==> src/rtl/sdu_hex_tx.sv <==
// sdu_hex_tx: transmit side of the serial debug unit host link.
// Accepts a 32-bit word over valid/ready and prints it on txd as eight
// uppercase ASCII hex characters followed by a space or CR LF.
// Each character is sent as an 8N1 UART frame, DIV clock cycles per bit.
// txd is registered, so the line never glitches while the character mux
// settles.
module sdu_hex_tx #(
  parameter int unsigned CLK_FREQ = 100_000_000,
  parameter int unsigned BAUD     = 115_200
) (
  input  logic        clk,
  input  logic        rst,
  input  logic        word_valid,
  output logic        word_ready,
  input  logic [31:0] word_data,
  input  logic        word_last,
  output logic        txd,
  output logic        busy
);

  // Clock cycles per UART bit. The design relies on DIV >= 2 so that the
  // baud counter is at least one bit wide.
  localparam int unsigned DIV   = CLK_FREQ / BAUD;
  localparam int unsigned CNT_W = (DIV > 2) ? $clog2(DIV) : 1;
  localparam logic [CNT_W-1:0] BAUD_LAST = CNT_W'(DIV - 1);

  // Index of the last character: 8 for "XXXXXXXX ", 9 for "XXXXXXXX\r\n".
  localparam logic [3:0] LAST_IDX_SPACE = 4'd8;
  localparam logic [3:0] LAST_IDX_CRLF  = 4'd9;

  typedef enum logic [1:0] {
    IDLE  = 2'd0,
    START = 2'd1,
    DATA  = 2'd2,
    STOP  = 2'd3
  } state_e;

  state_e           state_q, state_d;
  logic [CNT_W-1:0] baud_q, baud_d;
  logic [2:0]       bit_idx_q, bit_idx_d;
  logic [3:0]       char_idx_q, char_idx_d;
  logic [31:0]      word_q, word_d;
  logic             last_q, last_d;
  logic             txd_q, txd_d;

  logic             accept;
  logic             bit_end;
  logic             chars_done;
  logic [7:0]       tx_char;

  // ASCII for one hex nibble, uppercase letters.
  function automatic logic [7:0] hex_ascii(input logic [3:0] nib);
    if (nib < 4'd10) begin
      return 8'h30 + {4'h0, nib};
    end
    return 8'h37 + {4'h0, nib};
  endfunction

  // Character at position idx of the rendered word: nibbles MSB first,
  // then the separator.
  function automatic logic [7:0] char_at(input logic [31:0] w,
                                         input logic        l,
                                         input logic [3:0]  idx);
    logic [4:0] shamt;
    logic [3:0] nib;
    shamt = {3'd7 - idx[2:0], 2'b00};
    nib   = 4'(w >> shamt);
    if (idx < 4'd8) begin
      return hex_ascii(nib);
    end else if (idx == 4'd8) begin
      return l ? 8'h0D : 8'h20;
    end
    return 8'h0A;
  endfunction

  assign accept     = word_valid && (state_q == IDLE);
  assign bit_end    = (baud_q == BAUD_LAST);
  assign chars_done = (char_idx_q == (last_q ? LAST_IDX_CRLF : LAST_IDX_SPACE));

  // FSM state register; reset drops any frame in flight.
  // NOTE: sequential state uses non-blocking assignments so every flop
  // samples the pre-edge value of its neighbours, independent of order.
  always_ff @(posedge clk or posedge rst) begin
    if (rst) begin
      state_q <= IDLE;
    end else begin
      state_q <= state_d;
    end
  end

  // Next-state logic: start bit, 8 data bits, stop bit, repeat per character.
  // NOTE: every signal written in a combinational block gets a default first,
  // otherwise untouched paths would infer latches.
  always_comb begin
    state_d = state_q;
    unique case (state_q)
      IDLE:    if (accept)  state_d = START;
      START:   if (bit_end) state_d = DATA;
      DATA:    if (bit_end && (bit_idx_q == 3'd7)) state_d = STOP;
      STOP:    if (bit_end) state_d = chars_done ? IDLE : START;
      default: state_d = IDLE;
    endcase
  end

  // Datapath registers: counters, latched word and the registered line.
  // NOTE: the word latch is reset too, so a reset mid-frame really discards
  // the word rather than leaving stale data that only the FSM ignores.
  always_ff @(posedge clk or posedge rst) begin
    if (rst) begin
      baud_q     <= '0;
      bit_idx_q  <= '0;
      char_idx_q <= '0;
      word_q     <= '0;
      last_q     <= 1'b0;
      txd_q      <= 1'b1;
    end else begin
      baud_q     <= baud_d;
      bit_idx_q  <= bit_idx_d;
      char_idx_q <= char_idx_d;
      word_q     <= word_d;
      last_q     <= last_d;
      txd_q      <= txd_d;
    end
  end

  // Counter and capture updates. IDLE keeps the counters cleared so every
  // word starts from character 0, bit 0; the bit index wraps 7 -> 0 on
  // leaving DATA, ready for the next character.
  always_comb begin
    baud_d     = baud_q;
    bit_idx_d  = bit_idx_q;
    char_idx_d = char_idx_q;
    word_d     = word_q;
    last_d     = last_q;
    if (state_q == IDLE) begin
      baud_d     = '0;
      bit_idx_d  = '0;
      char_idx_d = '0;
      if (accept) begin
        word_d = word_data;
        last_d = word_last;
      end
    end else begin
      baud_d = bit_end ? '0 : baud_q + 1'b1;
      if (bit_end) begin
        if (state_q == DATA) begin
          bit_idx_d = bit_idx_q + 3'd1;
        end
        if ((state_q == STOP) && !chars_done) begin
          char_idx_d = char_idx_q + 4'd1;
        end
      end
    end
  end

  // Outputs. The line level is computed from the next state so the
  // registered txd changes on the same edge as the FSM.
  always_comb begin
    tx_char = char_at(word_d, last_d, char_idx_d);
    unique case (state_d)
      IDLE:    txd_d = 1'b1;
      START:   txd_d = 1'b0;
      DATA:    txd_d = tx_char[bit_idx_d];
      STOP:    txd_d = 1'b1;
      default: txd_d = 1'b1;
    endcase
    word_ready = (state_q == IDLE);
    busy       = (state_q != IDLE);
    txd        = txd_q;
  end

endmodule

==> config.mk <==
export PLATFORM = sky130hd
export DESIGN_NAME = sdu_hex_tx
export DESIGN_NICKNAME = d
export VERILOG_FILES = /design/src/rtl/sdu_hex_tx.sv
export SDC_FILE = /design/constraint.sdc
export NUM_CORES = 1
export LEC_CHECK = 0
export ABC_AREA = 0
export CAP_MARGIN = 20
export CORE_ASPECT_RATIO = 1.4
export CORE_MARGIN = 2
export CORE_UTILIZATION = 55
export DETAILED_ROUTE_END_ITERATION = 10
export DONT_BUFFER_PORTS = 1
export GPL_ROUTABILITY_DRIVEN = 0
export PLACE_DENSITY = 0.75
export SYNTH_ARGS = -nofsm -noshare
export SYNTH_HDL_FRONTEND = slang
export SYNTH_SLANG_ARGS = --single-unit
==> constraint.sdc <==
create_clock -name clk -period 4.35 [get_ports clk]
set_input_delay 1.0875 -clock clk [delete_from_list [all_inputs] [get_ports clk]]
set_output_delay 1.0875 -clock clk [all_outputs]
set_load 0.02 [all_outputs]
==> run_results.csv, run 1 <==
group,metric,value,unit
die,io_pins,39,
cells_and_area,n_antenna_cell,0,
cells_and_area,drive_gt1_share,17.3,%
sta,relSlewSlack,49.4,%
grt,grt_pass1_vias,2215,
drt,vias,2170,
cells_and_area,final_cell_mix,"52 x dfrtp_1, 26 x inv_1, 26 x mux2i_1, 24 x nor2_1, 18 x mux2_2",
synthesis,syn_avg_cell_area,10.7,µm²
grt,antenna_found_initial,0,
setup_path,crit_cells,14,
setup_path,crit_end,"txd",
setup_path,crit_family,"compound AO/OA/AOI/OAI gates",
drt,post_drt_via_cell_ratio,6.08,
cells_and_area,utilization,59.2,%
placed_design,portBuffers,0,
synthesis,yosys_warnings,0,
synthesis,synth_area,3100,µm²
drt,ant_nets,0,
cells_and_area,fin_nets,331,
setup_path,slowest_stage,"o21a_1",
power_and_ir_drop,power_leakage,1.40,nW
clocking,cts_tree,"built",
placed_design,post-place-cells,348,
drt,drt-pass1-iter-count,4,
cells_and_area,area_delta_synth_final,4.81,%
sta,finalHoldViolCount,0,
cells_and_area,design_area,3250,µm²
cells_and_area,fill_cells,454,
clocking,post-cts-setup-buffers,0,
setup_path,critPathMostFrequentCell,"ha_1",
die,start_util,56.5,%
synthesis,ys_ff_latch,53,
clocking,holdBufCountCts,0,
sta,setup_slack,522,ps
sta,period_needed,3830,ps
drt,totalWireLength,6.24,mm
sta,tightest_slew,760,ps
setup_path,criticalPathCategory,"flip-flop to flip-flop",
sta,slew_violations,0,
power_and_ir_drop,power_density,433,nW/µm²
clocking,cts_htree_levels,2,
job,maxCapViolCount,0,
clocking,clock-root-buffer,"clkbuf_8",
setup_path,regToRegStartpoint,"baud_q[0]",
power_and_ir_drop,power.total,1.41,mW
synthesis,ys_async_sr_fraction,100,%
die,row_count,32,
drt,drc,0,
drt,post_drt_wl_per_cell,17.5,µm
drt,drtIter0Drc,98,
setup_path,crit_required,4560,ps
placed_design,dp_hpwl,4.50,mm
sta,fmax,261,MHz
sta,setup_viol_count_final,0,
synthesis,yosysUniqueCellTypes,64,
setup_path,crit_path_end_kind,"flip-flop",
sta,finalHoldWorstSlack,501,ps
setup_path,cp.buffers_inverters,2,
clocking,path_clk_slew,90,ps
placed_design,place_area,3130,µm²
synthesis,synth_cells,290,
grt,grt.total_usage,21.0,%
placed_design,pre_cts_ws,556,ps
die,die-area,6260,µm²
cells_and_area,instances_no_fill,357,
hold_path,hp-start,"baud_q[0]",
die,coreArea,5490,µm²
setup_path,rr_worst_depth,14,
hold_path,hp-class,"flip-flop to flip-flop",
sta,finClkSkew,5.92,ps
sta,setup_tns,0,ps
synthesis,ys.flop_type,"dfrtp_1",
setup_path,cp_cell_sequence,"ha_1, and4bb_4, nand4_1, mux2_1, o21a_1, clkinv_8, o311ai_0, a221o_1, inv_1, ha_1, a211o_1, a21oi_1, o31ai_1, a311oi_1",
grt,grt_pass1_wl,9.98,mm
setup_path,start_kind,"flip-flop",
synthesis,synth-seq-area-share,42.9,%
clocking,clockBufferDepth,2,
grt,grt_overflow_total,0,
cells_and_area,regArea,1330,µm²
sta,rsz0062_at_grt,"no",
cells_and_area,final_common_cell,"dfrtp_1",
clocking,cts.sinks,53,
die,die_y,92.8,µm
hold_path,hold_path_depth,1,
synthesis,synth_nets,333,
sta,timing.final.crit_share,88.0,%
grt,grt_max_degree,54,
setup_path,r2r_end,"txd",
setup_path,crit_fanout,12,
setup_path,r2r_slack,520,ps
outcome,status,"finished, final reports clean",
power_and_ir_drop,ir_drop,0.000276,V
clocking,clock_latency,300,ps
synthesis,synth_enable_flop_cells,0,
die,die_w,67.4,µm
cells_and_area,multi_input_area,1560,µm²
setup_path,slowest_delay,520,ps
clocking,cts_made_buffers,5,
clocking,cts_resized,0,
setup_path,crit_start,"baud_q[0]",
setup_path,critPathArrivalTime,4030,ps
[cell usage after synthesis, types with 3 or more instances]
cell / count / area (µm²)
inv_1: 27 / 101
o31ai_1: 3 / 22.5
buf_2: 3 / 15.0
and2_1: 9 / 56.3
nand4_1: 6 / 37.5
o21ai_0: 15 / 75.1
ha_1: 7 / 87.6
xor2_1: 6 / 52.6
mux2i_1: 26 / 260
buf_4: 3 / 22.5
nand2_1: 8 / 30.0
dfrtp_1: 52 / 1300
mux2_2: 18 / 203
nand3_1: 9 / 45.0
a22o_1: 5 / 43.8
a221oi_2: 3 / 45.0
nor2_1: 24 / 90.1
xnor2_1: 4 / 35.0
a21oi_1: 3 / 15.0
[final cells by class]
| class | count | share of cell area, % |
|---|---|---|
| clock buffer | 7 | 2.97 |
| clock inverter | 1 | 0.154 |
| inverter | 30 | 3.85 |
| multi-input combinational | 195 | 48.1 |
| sequential | 53 | 40.9 |
| tap | 68 | 2.62 |
| timing repair buffer | 3 | 1.46 |
[report_power, final]
group	switching [mW]	internal (mW)	leakage, nW
registers	0.0567	0.629	0.652
clock network	0.158	0.144	0.0542
logic	0.224	0.195	0.694
[cells by family after synthesis]
| kind of cell | after synthesis | synth area share (%) |
|---|---|---|
| AND/OR/NAND/NOR | 75 | 13.9 |
| AO/OA/AOI/OAI | 57 | 14.8 |
| flip-flops | 53 | 42.9 |
| multiplexers | 46 | 15.8 |
| buffers and inverters | 42 | 6.99 |
| XOR/XNOR | 10 | 2.83 |
| adder cells (fa/ha/maj) | 7 | 2.83 |
[flip-flops by register name, summed over array words and instances (netlist names)]
register and cells:
last_q 1, char_idx_q 4, txd 1, word_q 32, bit_idx_q 3, baud_q 10, state_q 2
[worst min-delay path by stage]
stage | slack (ps) | endpoint
6_report | 500 | baud_q[0]
5_1_grt | 520 | word_q[21]
4_1_cts | 500 | baud_q[0]
3_5_place_dp | 480 | word_q[5]
3_3_place_gp | 470 | word_q[28]
2_1_floorplan | 440 | word_q[12]
[per-layer routing]
layer / part of all wire (%) / vias to the layer above / track usage [%]
met5: 0 / - / 0
met4: 1.9 / 0 / 8.84
met3: 3.7 / 12 / 4.74
met2: 53 / 57 / 36.9
met1: 41 / 1068 / 23.6
li1: - / 1033 / -
(Power assumes the default switching activity.)
==> run 2, diff against run 1 <==
--- a/config.mk
+++ b/config.mk
@@ -14,6 +14,7 @@
 export DONT_BUFFER_PORTS = 1
 export GPL_ROUTABILITY_DRIVEN = 0
 export PLACE_DENSITY = 0.75
+export REMOVE_ABC_BUFFERS = 1
 export SYNTH_ARGS = -nofsm -noshare
 export SYNTH_HDL_FRONTEND = slang
 export SYNTH_SLANG_ARGS = --single-unit
==> run 2 against run 1 <==
  * Register-to-register slack improved by 40 ps
  * Total power rose by 3.1%
  * Design area rose by 0.46%
  * Sequential power barely moved
  * Worst hold slack got worse by 14 ps
  * Clock power rose by 14%
  * Cell count did not move
==> run_results.csv, run 2 (synthesized netlist as in run 1, its figures left out) <==
group,metric,value,unit
outcome,status,"finished, final reports clean",
setup_path,critPathArrivalTime,3990,ps
drt,drc,0,
die,row_count,32,
setup_path,slowest_stage,"mux2_4",
cells_and_area,drive_gt1_share,17.0,%
grt,grt.total_usage,21.5,%
setup_path,crit_required,4560,ps
die,coreArea,5490,µm²
cells_and_area,area_delta_synth_final,5.29,%
sta,setup_tns,0,ps
clocking,clockBufferDepth,2,
sta,period_needed,3780,ps
job,maxCapViolCount,0,
cells_and_area,regMostFlops,"word_q",
drt,totalWireLength,6.14,mm
sta,fmax,264,MHz
sta,tightest_slew,696,ps
clocking,cts_made_buffers,5,
drt,post_drt_wl_per_cell,17.2,µm
placed_design,place_area,3130,µm²
die,die_w,67.4,µm
sta,setup_viol_count_final,0,
drt,ant_nets,0,
sta,relSlewSlack,53.6,%
die,die_y,92.8,µm
grt,grt_pass1_wl,10.3,mm
hold_path,hp-class,"flip-flop to flip-flop",
sta,finalHoldViolCount,0,
clocking,clock-root-buffer,"clkbuf_8",
cells_and_area,n_antenna_cell,0,
clocking,cts_resized,0,
cells_and_area,fin_nets,331,
setup_path,criticalPathCategory,"flip-flop to flip-flop",
setup_path,crit_path_end_kind,"flip-flop",
die,die-area,6260,µm²
sta,timing.final.crit_share,87.0,%
setup_path,slowest_delay,430,ps
die,start_util,56.5,%
grt,antenna_found_initial,0,
cells_and_area,final_common_cell,"dfrtp_1",
power_and_ir_drop,power_density,445,nW/µm²
clocking,holdBufCountCts,0,
die,io_pins,39,
cells_and_area,design_area,3260,µm²
setup_path,crit_fanout,15,
drt,drt-pass1-iter-count,4,
sta,rsz0062_at_grt,"no",
power_and_ir_drop,power_leakage,1.40,nW
setup_path,cp_cell_sequence,"ha_1, and4bb_4, nand3_2, mux2_4, inv_2, mux2i_1, mux2i_1, o22ai_1, inv_1, ha_1, a211o_1, a21oi_1, o31ai_1, a311oi_1",
cells_and_area,largest_reg_flops,32,
setup_path,rr_worst_depth,14,
clocking,clock_latency,300,ps
clocking,post-cts-setup-buffers,0,
drt,drtIter0Drc,127,
setup_path,start_kind,"flip-flop",
drt,vias,2135,
cells_and_area,final_cell_mix,"52 x dfrtp_1, 26 x inv_1, 26 x mux2i_1, 24 x nor2_1, 18 x mux2_2",
clocking,cts_htree_levels,2,
placed_design,dp_hpwl,4.34,mm
drt,post_drt_via_cell_ratio,5.98,
cells_and_area,fill_cells,450,
sta,finalHoldWorstSlack,486,ps
grt,grt_overflow_total,0,
grt,grt_pass1_vias,2209,
clocking,path_clk_slew,90,ps
sta,finClkSkew,6.13,ps
cells_and_area,top_regs,"word_q (32), baud_q (10), char_idx_q (4)",
placed_design,portBuffers,0,
grt,grt_max_degree,54,
sta,slew_violations,0,
hold_path,hold_path_depth,2,
clocking,cts.sinks,53,
power_and_ir_drop,ir_drop,0.000293,V
clocking,cts_tree,"built",
[run 2: area by class of cell]
type | count | area [µm²] | share of cell area (%)
sequential | 53 | 1330 | 40.7
multi-input combinational | 195 | 1560 | 47.8
clock buffer | 7 | 86.3 | 2.65
clock inverter | 1 | 30.0 | 0.921
timing repair buffer | 3 | 47.5 | 1.46
inverter | 30 | 125 | 3.84
tap | 68 | 85.1 | 2.61
[run 2: per-stage QoR]
step | setup WS (ps) | std cells | total power [mW] | util [%]
floorplan | -498 | 278 | 1.02 | -
global placement | 578 | 348 | 1.09 | 57.0
detailed placement | 463 | 348 | 1.12 | 57.0
CTS | 545 | 356 | 1.46 | 59.1
global route | 275 | 357 | 1.55 | 59.5
finish | 567 | 357 | 1.45 | 59.5
[run 2: final timing paths]
kind | slack [ps] | startpoint | to
setup / recovery | 570 | baud_q[0] | txd
hold / removal | 490 | word_q[22] | word_q[22]
setup reg to reg | 570 | baud_q[0] | txd
hold reg to reg | 490 | word_q[22] | word_q[22]
max in group asynchronous | 3190 | rst | txd
min in group asynchronous | 580 | rst | baud_q[9]
[run 2: report_power, final]
group / internal, mW / total [mW] / switching [mW]
clock: 0.188 / 0.343 / 0.156
sequential: 0.629 / 0.683 / 0.0544
combinational: 0.195 / 0.424 / 0.229
[run 2: critical path, delay by kind of cell (launching register included)]
family	cells	cell delay, ps
muxes	3	800
buffers and inverters	2	380
adders and majority gates	2	550
and+or+nand+nor	2	410
DFF	1	400
AOI/OAI and AO/OA	5	1130
[run 2: layer usage]
| metal | vias up | global-route usage [%] | part of all wire [%] |
|---|---|---|---|
| li1 | 1032 | - | - |
| met1 | 1050 | 25.7 | 43 |
| met2 | 42 | 37.7 | 52 |
| met3 | 11 | 4.37 | 3.4 |
| met4 | 0 | 7.14 | 2.0 |
| met5 | - | 0 | 0 |
==> run 3, diff against run 2 <==
--- a/config.mk
+++ b/config.mk
@@ -10,6 +10,7 @@
 export CORE_ASPECT_RATIO = 1.4
 export CORE_MARGIN = 2
 export CORE_UTILIZATION = 55
+export CTS_BUF_LIST = sky130_fd_sc_hd__clkbuf_16
 export DETAILED_ROUTE_END_ITERATION = 10
 export DONT_BUFFER_PORTS = 1
 export GPL_ROUTABILITY_DRIVEN = 0
==> run 3 against run 2 <==
  * Worst setup slack worse by 35 ps
  * Clock skew fell by 0.98 ps
  * Design area is 1.4% higher
  * Critical endpoint unchanged
  * Critical path type unchanged
  * Clock power rose by 27%
  * Largest power group unchanged
==> run_results.csv, run 3 (synthesized netlist as in run 1, its figures left out) <==
group,metric,value,unit
setup_path,criticalPathCategory,"flip-flop to flip-flop",
clocking,post-cts-setup-buffers,0,
grt,grt_max_degree,54,
clocking,holdBufCountCts,0,
setup_path,crit_path_end_kind,"flip-flop",
placed_design,dp_hpwl,4.34,mm
grt,grt_pass1_wl,10.5,mm
sta,finalHoldWorstSlack,479,ps
setup_path,crit_fanout,12,
setup_path,cp_cell_sequence,"ha_1, and4bb_4, nand4_1, mux2_1, o21a_1, clkinv_8, o211ai_1, o311ai_0, a221o_1, inv_1, ha_1, nand2_1, mux2i_1, a32o_1, a31oi_1, a311oi_1",
die,die_w,67.4,µm
die,io_pins,39,
clocking,path_clk_slew,60,ps
sta,slew_violations,0,
grt,antenna_found_initial,0,
power_and_ir_drop,ir_drop,0.000314,V
hold_path,hp-class,"flip-flop to flip-flop",
job,maxCapViolCount,0,
die,coreArea,5490,µm²
die,die_y,92.8,µm
die,start_util,56.5,%
sta,tightest_slew,698,ps
clocking,clock_latency,290,ps
sta,setup_tns,0,ps
grt,grt.total_usage,22.0,%
drt,post_drt_via_cell_ratio,6.06,
setup_path,crit_required,4540,ps
cells_and_area,drive_gt1_share,16.6,%
cells_and_area,fin_nets,331,
sta,period_needed,3820,ps
outcome,status,"finished, final reports clean",
setup_path,crit_family,"compound AO/OA/AOI/OAI gates",
drt,post_drt_wl_per_cell,17.6,µm
cells_and_area,instances_no_fill,357,
cells_and_area,n_antenna_cell,0,
power_and_ir_drop,power_leakage,1.43,nW
sta,relSlewSlack,53.5,%
drt,drt-pass1-iter-count,4,
drt,ant_nets,0,
clocking,cts_htree_levels,2,
drt,drtIter0Drc,122,
cells_and_area,final_common_cell,"dfrtp_1",
setup_path,cp.buffers_inverters,2,
sta,finalHoldViolCount,0,
cells_and_area,utilization,60.3,%
setup_path,critPathArrivalTime,4010,ps
cells_and_area,area_delta_synth_final,6.79,%
drt,totalWireLength,6.29,mm
sta,timing.final.crit_share,87.8,%
clocking,clock-root-buffer,"clkbuf_16",
cells_and_area,final_cell_mix,"52 x dfrtp_1, 27 x inv_1, 26 x mux2i_1, 24 x nor2_1, 18 x mux2_2",
sta,fmax,262,MHz
power_and_ir_drop,power_density,468,nW/µm²
setup_path,slowest_delay,500,ps
cells_and_area,regMostFlops,"word_q",
grt,grt_overflow_total,0,
sta,setup_viol_count_final,0,
sta,finClkSkew,5.15,ps
cells_and_area,largest_reg_flops,32,
clocking,cts_tree,"built",
die,row_count,32,
sta,setup_slack,532,ps
clocking,clockBufferDepth,2,
placed_design,pre_cts_ws,463,ps
die,die-area,6260,µm²
clocking,cts_made_buffers,5,
clocking,cts_resized,0,
setup_path,critPathMostFrequentCell,"ha_1",
sta,rsz0062_at_grt,"no",
placed_design,post-place-cells,348,
cells_and_area,top_regs,"word_q (32), baud_q (10), char_idx_q (4)",
clocking,cts.sinks,53,
placed_design,portBuffers,0,
drt,vias,2162,
setup_path,start_kind,"flip-flop",
setup_path,slowest_stage,"o21a_1",
grt,grt_pass1_vias,2290,
drt,drc,0,
-- run 3: layout make-up --
cell class              count  area, µm²
clock buffers               5        125
clock inverters             3       37.5
fillers                   440       2180
inverters                  30        125
multi-input cells         195       1560
flip-flops and latches     53       1330
well taps                  68       85.1
repair buffers              3       47.5
-- run 3: worst register-to-register path: cells and delay by family, from the launching register on --
kind | cells | cell delay, ps
AO/OA/AOI/OAI | 7 | 1770
buffers and inverters | 2 | 260
flip-flops | 1 | 400
adder cells (fa/ha/maj) | 2 | 470
multiplexers | 2 | 390
AND/OR/NAND/NOR | 3 | 450
-- run 3: metal layers --
| layer | global-route usage, % | share of wire (%) |
|---|---|---|
| met1 | 25.2 | 42 |
| met2 | 39.5 | 53 |
| met3 | 4.37 | 4.0 |
| met4 | 7.99 | 1.4 |
| met5 | 0 | 0 |
-- run 3: worst paths after layout --
kind,start,endpoint,slack (ps),cells after the start
hold / removal,word_q[22],word_q[22],480,2
setup / recovery,baud_q[0],txd,530,16
max in group asynchronous,rst,txd,3170,2
min in group asynchronous,rst,baud_q[9],610,1
setup reg to reg,baud_q[0],txd,530,16
hold reg to reg,word_q[22],word_q[22],480,2
-- run 3: stage by stage --
step / total power, mW / area [µm²]
3_5_place_dp: 1.12 / 3130
4_1_cts: 1.56 / 3290
6_report: 1.55 / 3310
5_1_grt: 1.64 / 3310
3_3_place_gp: 1.09 / 3130
2_1_floorplan: 1.02 / 3010
-- run 3: where the power goes --
part           switching [mW]  leakage [nW]  total [mW]  internal (mW)
clock                   0.170        0.0826       0.437          0.268
combinational           0.231         0.694       0.427          0.196
sequential             0.0539         0.652       0.684          0.630
total                   0.454          1.43        1.55           1.09
